==> src/rtl/m_tick_gen_multi.sv <==
// Multi-channel programmable tick generator: per-channel tick pulse
// and 50% square output, divisors reprogrammed glitch-free at runtime.

module m_tick_gen_ch #(
  parameter int CNT_W       = 24,
  parameter int DEFAULT_DIV = 1_000_000
) (
  input  logic             clk,
  input  logic             rst,
  input  logic             en,
  input  logic             sync_clr,
  input  logic             wr,
  input  logic [CNT_W-1:0] wr_div,
  output logic             tick,
  output logic             sq,
  output logic             pend
);

  localparam logic [CNT_W-1:0] ONE = CNT_W'(1);
  localparam logic [CNT_W-1:0] DEF = CNT_W'(DEFAULT_DIV);

  logic [CNT_W-1:0] cnt;
  logic [CNT_W-1:0] div_reg;
  logic [CNT_W-1:0] pend_div;

  logic [CNT_W-1:0] cnt_n;
  logic [CNT_W-1:0] div_n;
  logic [CNT_W-1:0] pdiv_n;
  logic             pend_n;
  logic             tick_n;
  logic             sq_n;
  logic             tc;

  // div_reg is never 0, so div_reg-1 cannot wrap
  assign tc = (cnt == div_reg - ONE);

  always_comb begin
    cnt_n  = cnt;
    div_n  = div_reg;
    pdiv_n = pend_div;
    pend_n = pend;
    tick_n = 1'b0;
    sq_n   = sq;
    if (sync_clr) begin
      cnt_n  = '0;
      sq_n   = 1'b0;
      pend_n = 1'b0;
      if (wr) begin
        div_n = wr_div;
      end else if (pend) begin
        div_n = pend_div;
      end
    end else if (!en) begin
      if (wr) begin
        div_n  = wr_div;
        cnt_n  = '0;
        pend_n = 1'b0;
      end
    end else begin
      if (tc) begin
        cnt_n  = '0;
        tick_n = 1'b1;
        sq_n   = ~sq;
        if (pend) begin
          div_n  = pend_div;
          pend_n = 1'b0;
        end
      end else begin
        cnt_n = cnt + ONE;
      end
      // a write on the terminal edge waits for the following period
      if (wr) begin
        pdiv_n = wr_div;
        pend_n = 1'b1;
      end
    end
  end

  always_ff @(posedge clk or posedge rst) begin
    if (rst) begin
      cnt      <= '0;
      div_reg  <= DEF;
      pend_div <= DEF;
      pend     <= 1'b0;
      tick     <= 1'b0;
      sq       <= 1'b0;
    end else begin
      cnt      <= cnt_n;
      div_reg  <= div_n;
      pend_div <= pdiv_n;
      pend     <= pend_n;
      tick     <= tick_n;
      sq       <= sq_n;
    end
  end

endmodule

module m_tick_gen_multi #(
  parameter  int CHANNELS    = 4,
  parameter  int CNT_W       = 24,
  parameter  int DEFAULT_DIV = 1_000_000,
  localparam int CH_W        = (CHANNELS > 1) ? $clog2(CHANNELS) : 1
) (
  input  logic                clk,
  input  logic                rst,
  input  logic [CHANNELS-1:0] en,
  input  logic                sync_clr,
  input  logic                cfg_we,
  input  logic [CH_W-1:0]     cfg_ch,
  input  logic [CNT_W-1:0]    cfg_div,
  output logic                cfg_err,
  output logic [CHANNELS-1:0] cfg_pend,
  output logic [CHANNELS-1:0] tick,
  output logic [CHANNELS-1:0] sq
);

  localparam logic [CH_W:0]    CH_LIM = CHANNELS[CH_W:0];
  localparam logic [CNT_W-1:0] ONE    = CNT_W'(1);

  logic                ch_ok;
  logic [CNT_W-1:0]    wr_div;
  logic [CHANNELS-1:0] wr;

  assign ch_ok  = ({1'b0, cfg_ch} < CH_LIM);
  assign wr_div = (cfg_div == '0) ? ONE : cfg_div;

  always_ff @(posedge clk or posedge rst) begin
    if (rst) begin
      cfg_err <= 1'b0;
    end else begin
      cfg_err <= cfg_we & ~ch_ok;
    end
  end

  for (genvar i = 0; i < CHANNELS; i++) begin : g_ch
    assign wr[i] = cfg_we & ch_ok & (cfg_ch == CH_W'(i));

    m_tick_gen_ch #(
      .CNT_W       (CNT_W),
      .DEFAULT_DIV (DEFAULT_DIV)
    ) u_ch (
      .clk      (clk),
      .rst      (rst),
      .en       (en[i]),
      .sync_clr (sync_clr),
      .wr       (wr[i]),
      .wr_div   (wr_div),
      .tick     (tick[i]),
      .sq       (sq[i]),
      .pend     (cfg_pend[i])
    );
  end

endmodule

==> config.mk <==
export PLATFORM = sky130hd
export DESIGN_NAME = m_tick_gen_multi
export DESIGN_NICKNAME = d
export VERILOG_FILES = /design/src/rtl/m_tick_gen_multi.sv
export SDC_FILE = /design/constraint.sdc
export NUM_CORES = 1
export LEC_CHECK = 0
export CAP_MARGIN = 30
export CORE_UTILIZATION = 50
export DETAILED_ROUTE_END_ITERATION = 10
export PLACE_DENSITY = 0.68
export SLEW_MARGIN = 20
export SYNTH_ARGS = -nofsm -noshare
export SYNTH_HDL_FRONTEND = slang
export SYNTH_SLANG_ARGS = --single-unit
==> constraint.sdc <==
create_clock -name clk -period 11.01 [get_ports clk]
set_input_delay 2.202 -clock clk [delete_from_list [all_inputs] [get_ports clk]]
set_output_delay 2.202 -clock clk [all_outputs]
set_load 0.03 [all_outputs]
==> metrics.txt, run 1 <==
share of cells above drive strength 1 0.1036; Synth Area in Simple Gates 0.2089; critical path peak fanout between 40 and 50; Synth Warn # 0; CTS tree yes; via count around 14000; pwr/cell area approximately 170 nW/µm²; Core Box Area between 30000 and 40000 µm²; final antenna-violating net count 0; outcome completed; multi-input logic area between 8000 and 9000 µm²; crit path cell chain clkdlybuf4s50_1 > nor3b_1 > buf_4 > a21oi_2 > buf_4 > inv_1 > o211ai_1 > or4_1 > nand2_1 > a2bb2oi_1; starting density of the core 0.5132; Worst Path Required 11.42 ns; Seq/Total Area, Yosys 0.4360; Post-DP HPWL around 30000 µm; Post-synth ARST share 1.000; reg-to-reg setup timing slack around 6.6 ns; cells resized by post-CTS repair 0; maxcap violations 0; final setup fails 0; DR iter-0 viols between 1000 and 1500; CTS sink count 300; I/O pins 47; Area Growth Syn to Fin 10.47%; cells after synthesis between 1500 and 2000; Least-Margin Pin Slew 0.9848 ns; Most Frequent Cell on Critical Path buf_4; minimum clock period 4.613 ns; Final Power 3.234 mW; vias in the first global route 13300; post-synth cell types 86; R2R depth 10; compound-gate portion of the synthesized area 0.1672; setup total negative slack 0 ns; reg2reg start g_ch[3].u_ch.div_reg[0]; fraction of the mapped netlist area in adder cells 0.005760; worst skew pair latency 0.51 ns; cell area after synthesis approximately 17000 µm²; CP peak stage delay about 0.65 ns; ant diodes 0; clock buffer depth 3; die height 188.4 µm; grt ovf 0; Hold Startpoint g_ch[0].u_ch.pend_div[0]; Die ar. roughly 36000 µm²; number of flops mapped to enable cells by yosys 0; Worst path slowest cell nand2_1; routability congestion estimate approximately 0.9; FILL cells between 3000 and 4000; worst hold margin about 0.48 ns; Hold-fix buffers, CTS 0; Hold Path Depth 2; # port buffers between 40 and 50; CTS H-tree lvls 2; Via density a little under 6; first-pass GRT wire length approximately 71000 µm; Clock Skews approximately 0.015 ns; mux cell area share after synthesis 0.02088; largest net degree at the start of global routing between 150 and 200; Setup CP Type input port to register; endpoint class of the critical path register; std cell rows 67; endpoints failing hold 0; predominant post-synthesis flop cell dfrtp_1; worst path arrival time between 5 and 6 ns; CTS Buf Count 34; nets 1899; Hold Path Class register to register; main combinational cell family by area after synthesis simple AND/OR/NAND/NOR gates; Max Freq 0.2168 GHz; post-synthesis net count 1948; setup repair after global routing missed its margin false; final WL between 40000 and 50000 µm; Max Slew Vio Count 0; #FFs+latches synth 300; peak supply drop between 100 and 150 µV; average wire per standard cell approximately 19 µm; Worst slew margin 0.3435; Total Routing Usage GR 0.2458; pre-CTS setup slack between 5 and 6 ns; FF/Latch Area ~7600 µm²; Die W 188.4 µm; clk slew on worst S/H paths approximately 0.060 ns; Synth Area in XOR/XNOR 0.1013; Pleak between 7 and 8 nW; antenna violations before repair 0; drt pass-1 iters 8; end of the worst register-to-register path g_ch[3].u_ch.div_reg[0]; type of origin of the critical path input port; clock root buffer clkbuf_16; Final Worst Setup Slack 6.397 ns; drc violations 0; Post-CTS Setup Inserts 0; final period utilization 0.4190; Hold EP g_ch[0].u_ch.pend_div[0]; Mean Syn Cell Area 9.118 µm²
cell families (layout without fill, tap and decap cells):
group | count (synthesis) | count (layout)
simple gates | 709 | 709
compound gates | 406 | 406
flops | 300 | 300
buf+inv | 248 | 224
xor+xnor | 201 | 201
mux | 33 | 33
fa+ha+maj | 8 | 8
other cells | 1 | 1
stage by stage:
| stage | util | std cells | instance area (µm²) |
|---|---|---|---|
| after floorplan | - | 1906 | 17380 |
| after CTS | 0.5661 | 2329 | 19170 |
| after detailed placement | 0.5314 | 2268 | 18000 |
| after global placement | 0.5286 | 2263 | 17900 |
| final | 0.5669 | 2330 | 19200 |
| after global routing | 0.5669 | 2330 | 19200 |
Yosys cell counts (all sizes together), types with 10 or more instances:
cell / instances / share of area
nand4: 45 / 0.016
nand2: 141 / 0.031
xor2: 105 / 0.053
nor4: 31 / 0.013
a21oi: 22 / 0.0063
nor2: 228 / 0.049
nor3: 37 / 0.011
o31ai: 10 / 0.0046
inv: 100 / 0.022
dfrtp: 244 / 0.35
o22a: 24 / 0.012
or3: 17 / 0.0064
clkbuf: 108 / 0.023
nand3b: 33 / 0.014
dfstp: 56 / 0.085
nor4b: 11 / 0.0059
a2bb2oi: 26 / 0.013
buf: 40 / 0.015
xnor2: 96 / 0.048
a31oi: 78 / 0.028
or2: 10 / 0.0036
o21ai: 109 / 0.031
nand3: 45 / 0.013
and2: 24 / 0.0086
nor2b: 13 / 0.0047
nand2b: 13 / 0.0047
mux2: 26 / 0.017
o32a: 48 / 0.028
and3: 17 / 0.0061
o211ai: 10 / 0.0043
or4: 11 / 0.0048
cell usage in the layout, fill, tap and decap left out, types with 11 or more instances in the layout:
cell type	n
dfrtp_1	244
nor2_1	225
nand2_1	140
o21ai_0	106
xor2_1	105
inv_1	99
xnor2_1	96
a31oi_1	76
dfstp_2	56
o32a_1	48
nand4_1	45
nand3_1	45
clkdlybuf4s50_1	44
nor3_1	36
clkbuf_16	35
nand3b_1	33
nor4_1	28
a2bb2oi_1	26
mux2_2	25
and2_1	24
o22a_1	24
a21oi_1	18
and3_1	17
or3_1	16
nor2b_1	13
nand2b_1	13
or4_1	11
buf_4	11
per-layer routing:
layer	share of wire	global-route usage	vias up	routed length [µm]
li1	-	-	6639	-
met1	0.46	0.3538	6852	19930
met2	0.46	0.3872	356	19860
met3	0.059	0.03949	60	2535
met4	0.018	0.05986	0	792
met5	0	0	-	0
where the power goes:
part	total [mW]	internal, mW	switching (mW)
sequential	1.48	1.30	0.174
combinational	0.563	0.265	0.299
clock	1.19	0.731	0.464
total	3.23	2.30	0.937
final cells by class:
class / count / share of cell area
flip-flops and latches: 300 / 0.3947
repair buffers: 63 / 0.03500
clock inverters: 16 / 0.01141
inverters: 100 / 0.01994
multi-input cells: 1358 / 0.4601
clock buffers: 45 / 0.04966
well taps: 448 / 0.02920
worst max-delay path, delay by kind of cell:
| family | cells | cell delay, ns |
|---|---|---|
| compound gates | 3 | 0.35 |
| buf+inv | 4 | 1.18 |
| simple gates | 3 | 1.29 |
worst max path at each step:
stage           start                        to  slack [ns]  cells past startpoint
3_5_place_dp   cfg_we   g_ch[0].u_ch.div_reg[3]        5.92                     10
6_report       cfg_we   g_ch[0].u_ch.div_reg[7]        6.40                     10
5_1_grt        cfg_we   g_ch[0].u_ch.div_reg[3]        6.14                     10
3_3_place_gp   cfg_we  g_ch[0].u_ch.div_reg[22]        5.99                     10
4_1_cts        cfg_we   g_ch[0].u_ch.div_reg[7]        6.43                     10
2_1_floorplan     rst       g_ch[0].u_ch.cnt[0]        0.61                      1
Power figures use the tool's default switching activity.
==> run 2, diff against run 1 <==
Clock period 11.01 ns to 4.1 ns, I/O delays scaled along.
==> run 2 against run 1 <==
  * Register-to-register slack worse by 6.2 ns
  * Clock power grew to 2.6 times the previous value
  * Global-route usage is 0.68 points higher
  * Highest routed layer unchanged
  * Clock skew shrank 0.0019 ns
  * Cell area grew 1.4%
  * Total power grew to 2.7 times the previous value
  * Via count up 0.49%
  * Setup slack got worse by 6.0 ns
  * Worst hold slack improved by 0.0016 ns
  * Flip-flop and latch count did not move
==> metrics.txt, run 2 (synthesized netlist as in run 1, its figures left out) <==
final antenna-violating net count 0; CTS H-tree lvls 2; critical path peak fanout 22; clock buffer depth 3; pwr/cell area between 400 and 500 nW/µm²; largest net degree at the start of global routing around 110; CTS Buf Count 35; Clock Skews roughly 0.013 ns; sequential share of power 0.461; Worst slew margin 0.3888; clock root buffer clkbuf_16; Via density ~5.9; Max Freq around 0.27 GHz; final setup fails 0; Critical Path End g_ch[3].u_ch.cnt[15]; drt pass-1 iters 6; Die W ~190 µm; P_sw roughly 2.5 mW; crit path cell chain inv_1 > ha_1 > or4b_1 > a2bb2oi_1 > a2111oi_0 > o211ai_1 > nor4_1 > and4_1 > a31o_2 > nor2_1; end of the worst register-to-register path g_ch[3].u_ch.cnt[15]; combinational share of power 0.180; Die ar. approximately 36000 µm²; Max Slew Vio Count 0; origin of the worst setup path g_ch[3].u_ch.div_reg[0]; pre-CTS setup slack 0.3191 ns; CTS sink count 300; via count between 10000 and 15000; Pint 6.100 mW; setup repair after global routing missed its margin false; CP Depth 10; Post-DP HPWL roughly 30000 µm; Hold-fix buffers, CTS 0; Setup CP Type register to register; Total Routing Usage GR 0.2526; Worst path slowest cell or4b_1; clock share of power 0.360; minimum clock period ~3.7 ns; worst path arrival time a little over 4 ns; most frequent cells in the layout dfrtp_1, nor2_1, nand2_1; worst skew pair latency approximately 0.52 ns; clk slew on worst S/H paths around 0.060 ns; # port buffers between 40 and 50; I/O pins 47; Worst Path Required between 4 and 5 ns; die height 188.4 µm; cells resized by post-CTS repair 0; Crit path max-delay family compound AO/OA/AOI/OAI gates; final WL between 40000 and 50000 µm; placed insts around 2300; vias in the first global route 13530; reg2reg start g_ch[3].u_ch.div_reg[0]; drc violations 0; Final Worst Setup Slack 0.3753 ns; CTS tree yes; Hold Path Class register to register; starting density of the core 0.5132; most common cell after layout, fill and taps aside dfrtp_1; antenna violations before repair 0; fin util 0.5750; endpoint class of the critical path register; Least-Margin Pin Slew 0.9168 ns; Area Growth Syn to Fin 12.06%; Core Box Area about 34000 µm²; setup total negative slack 0 ns; Net Sw Frac 0.2887; type of origin of the critical path register; peak supply drop between 300 and 400 µV; std cell rows 67; CP peak stage delay between 0.6 and 0.7 ns; reg-to-reg setup timing slack 0.38 ns; nets ~1900; average wire per standard cell 18.36 µm; ant diodes 0; final period utilization 0.9085; outcome completed; placed cell area 18340 µm²; CP Buf/Inv Count 1; routability congestion estimate 0.9105; R2R depth 10; final non-filler cell total ~2400; endpoints failing hold 0; Post-CTS Setup Inserts 0; share of cells above drive strength 1 0.1233; maxcap violations 0; DR iter-0 viols between 900 and 1000; Pleak around 7.7 nW; first-pass GRT wire length between 70000 and 80000 µm; grt ovf 0; post-route cell area about 19000 µm²
[run 2: cell count changes in the layout (fill, tap and decap cells not counted), sizes merged]
cell    previous run  this run
buf               19        67
bufinv             5         2
clkbuf            45        54
clkinv             7         6
inv              103        99
[run 2: worst min path at each step]
| stage | from | end | slack, ns | depth (start not counted) |
|---|---|---|---|---|
| floorplan | g_ch[0].u_ch.pend_div[0] | g_ch[0].u_ch.pend_div[0] | 0.44 | 2 |
| detailed placement | g_ch[0].u_ch.pend_div[0] | g_ch[0].u_ch.pend_div[0] | 0.46 | 2 |
| finish | g_ch[0].u_ch.pend_div[0] | g_ch[0].u_ch.pend_div[0] | 0.48 | 2 |
| CTS | g_ch[0].u_ch.pend_div[0] | g_ch[0].u_ch.pend_div[0] | 0.48 | 2 |
| global placement | g_ch[0].u_ch.pend_div[0] | g_ch[0].u_ch.pend_div[0] | 0.45 | 2 |
| global route | g_ch[2].u_ch.pend_div[16] | g_ch[2].u_ch.pend_div[16] | 0.51 | 2 |
[run 2: worst reg2reg max path: cells and delay by family, from the launching register on]
family          cells  cell delay (ns)
fa+ha+maj           1             0.27
flops               1             0.45
buf+inv             1             0.09
compound gates      4             1.45
simple gates        4             1.33
[run 2: layer usage]
| layer | track usage | share of wire | vias to the layer above |
|---|---|---|---|
| met5 | 0 | 0 | - |
| met1 | 0.3574 | 0.47 | 6793 |
| met2 | 0.3955 | 0.45 | 349 |
| met4 | 0.07289 | 0.025 | 0 |
| met3 | 0.04582 | 0.057 | 88 |
| li1 | - | - | 6745 |
[run 2: power by group through the flow]
| stage | Sequential, mW | Combinational, mW | Clock [mW] |
|---|---|---|---|
| after CTS | 3.95 | 1.54 | 3.16 |
| after floorplan | 3.80 | 1.26 | 0 |
| after global placement | 3.98 | 1.50 | 0 |
| final | 3.95 | 1.54 | 3.08 |
| after detailed placement | 3.99 | 1.53 | 0 |
| after global routing | 4.02 | 1.73 | 3.27 |
[run 2: area by class of cell]
cell class | count | area [µm²]
Clock buffer | 54 | 1040
Tap cell | 448 | 560.5
Clock inverter | 8 | 93.84
Sequential cell | 300 | 7577
Multi-Input combinational cell | 1358 | 8833
Inverter | 100 | 379.1
Timing Repair Buffer | 111 | 991.0
Fill cell | 2974 | 14390
[run 2: metrics by stage]
step	hold WS [ns]	power, mW
after floorplan	0.4412	5.059
after global placement	0.4541	5.476
after detailed placement	0.4645	5.525
after CTS	0.4787	8.647
after global routing	0.5126	9.018
final	0.4829	8.576
==> run 3, diff against run 2 <==
--- a/config.mk
+++ b/config.mk
@@ -11,3 +11,2 @@
 export PLACE_DENSITY = 0.68
-export SLEW_MARGIN = 20
 export SYNTH_ARGS = -nofsm -noshare
==> constraint.sdc (replaced) <==
create_clock -name clk -period 4.1 [get_ports clk]
set_input_delay 1.23 -clock clk [delete_from_list [all_inputs] [get_ports clk]]
set_output_delay 1.23 -clock clk [all_outputs]
set_load 0.03 [all_outputs]
==> run 3 against run 2 <==
  * Sequential share of layout area decreased by 0.37 points
  * Maximum frequency about the same
  * Flip-flop and latch count unchanged
  * Final cell count increased by 0.97%
  * Sequential power about the same
  * First-iteration DRC count increased by 4.7%
  * Core utilization increased by 0.55 points
  * Worst hold slack improved by 0.0014 ns
  * Clock-buffer cell count decreased by 4
  * Total power decreased by 0.39%
  * Cell area increased by 0.96%
  * Wire length increased by 1.9%
  * Largest cell class unchanged
  * Highest routed layer unchanged
==> metrics.txt, run 3 (synthesized netlist as in run 1, its figures left out) <==
clock buffer depth 3; final WL 44500 µm; met3 WL post-DR roughly 2500 µm; Most Frequent Cell on Critical Path and4_1; Pleak about 7.8 nW; Hold-fix buffers, CTS 0; cells resized by post-CTS repair 0; antenna violations before repair 1; Hold Path Class register to register; top sig layer met4; Post-CTS Setup Inserts 0; Core Box Area between 30000 and 40000 µm²; Area Growth Syn to Fin 13.14%; Max Freq approximately 0.27 GHz; origin of the worst setup path g_ch[3].u_ch.div_reg[0]; grt ovf 0; die height between 150 and 200 µm; DR iter-0 viols roughly 1000; Setup CP Type register to register; final antenna-violating net count 0; peak supply drop between 300 and 400 µV; Crit path max-delay family simple AND/OR/NAND/NOR gates; Final Power roughly 8.5 mW; Max Slew Vio Count 0; most frequent cells in the layout dfrtp_1, nor2_1, nand2_1; Die W approximately 190 µm; Post-DP HPWL 31660 µm; final period utilization 0.9079; Total Routing Usage GR 0.2535; FILL cells 2969; CP peak stage delay ~0.61 ns; routability congestion estimate 0.9181; CP Buf/Inv Count 2; nets approximately 2000; worst path arrival time between 4 and 5 ns; pwr/cell area approximately 430 nW/µm²; std cell rows 67; endpoints failing hold 0; reg2reg start g_ch[3].u_ch.div_reg[0]; type of origin of the critical path register; Via density between 5 and 6; outcome completed; first-pass GRT wire length 72590 µm; Worst Path Required about 4.6 ns; drt pass-1 iters 5; endpoint class of the critical path register; CTS sink count 300; Met1 Routed Length about 21000 µm; Worst path slowest cell or4b_1; I/O pins 47; Die ar. ~36000 µm²; Worst slew margin 0.3865; CTS H-tree lvls 2; average wire per standard cell 18.53 µm; maxcap violations 0; # port buffers between 40 and 50; share of cells above drive strength 1 0.1342; largest net degree at the start of global routing between 60 and 70; final setup fails 0; via count around 14000; setup repair after global routing missed its margin false; clock root buffer clkbuf_16; met2 WL post-DR approximately 20000 µm; vias in the first global route 13520; starting density of the core 0.5132; Clock Skews ~0.023 ns; CTS Buf Count 34; most common cell after layout, fill and taps aside dfrtp_1; critical path peak fanout 23; drc violations 0; Hold Startpoint g_ch[0].u_ch.pend_div[0]; crit path cell chain inv_1 > ha_1 > or4b_1 > a2bb2oi_1 > a2111oi_0 > o211ai_1 > nor4_1 > and4_1 > and4_1 > buf_4 > o32a_1; CTS tree yes; clk slew on worst S/H paths around 0.060 ns; fin util 0.5806; minimum clock period between 3 and 4 ns; worst skew pair latency roughly 0.54 ns; Least-Margin Pin Slew 0.9119 ns
run 3: cell count changes in the layout (fill, tap and decap cells not counted), moves of 2 or more:
cell	change
buf_4	+18
buf_12	+3
clkbuf_1	-2
clkbuf_16	-3
inv_6	+2
run 3: power by group:
group	internal (mW)	switching [mW]	total [mW]
logic	0.754	0.833	1.59
registers	3.50	0.437	3.93
clock network	1.78	1.24	3.02
run 3: tightest hold or removal path: cells and delay by family, from the launching register on:
family,cells,cell delay [ns]
AOI/OAI and AO/OA,1,0.06
and+or+nand+nor,1,0.05
DFF,1,0.34
run 3: final timing paths:
kind	endpoint	slack, ns	cells past startpoint
min reg2reg	g_ch[0].u_ch.pend_div[0]	0.48	2
min	g_ch[0].u_ch.pend_div[0]	0.48	2
min in group asynchronous	g_ch[0].u_ch.pend_div[7]	1.15	2
max	g_ch[3].u_ch.div_reg[23]	0.38	11
max reg2reg	g_ch[3].u_ch.div_reg[23]	0.38	11
max in group asynchronous	g_ch[2].u_ch.pend_div[9]	2.13	3
run 3: layout make-up:
type,instances,area (µm²),share of cell area
tap,448,560.5,0.02851
multi-input combinational,1358,8833,0.4493
timing repair buffer,133,1201,0.06109
clock inverter,12,137.6,0.007000
inverter,100,379.1,0.01928
antenna,1,2.502,0.0001273
sequential,300,7577,0.3854
clock buffer,50,970.9,0.04938
run 3: stage by stage:
| stage | instance area [µm²] | hold slack (ns) | TNS [ns] | setup WS [ns] | cells |
|---|---|---|---|---|---|
| 3_5_place_dp | 18540 | 0.4700 | 0 | 0.2450 | 2338 |
| 2_1_floorplan | 17380 | 0.4412 | -262.22 | -1.071 | 1906 |
| 6_report | 19660 | 0.4842 | 0 | 0.3776 | 2402 |
| 3_3_place_gp | 18540 | 0.4598 | 0 | 0.3709 | 2338 |
| 4_1_cts | 19650 | 0.4818 | 0 | 0.2059 | 2400 |
| 5_1_grt | 19660 | 0.5050 | 0 | 0.08161 | 2402 |
run 3: layer usage:
layer  vias to the layer above  GRT usage
li1                       6795          -
met1                      6998     0.3636
met5                         -          0
met3                        75    0.03297
met2                       377     0.3984
met4                         0    0.07878
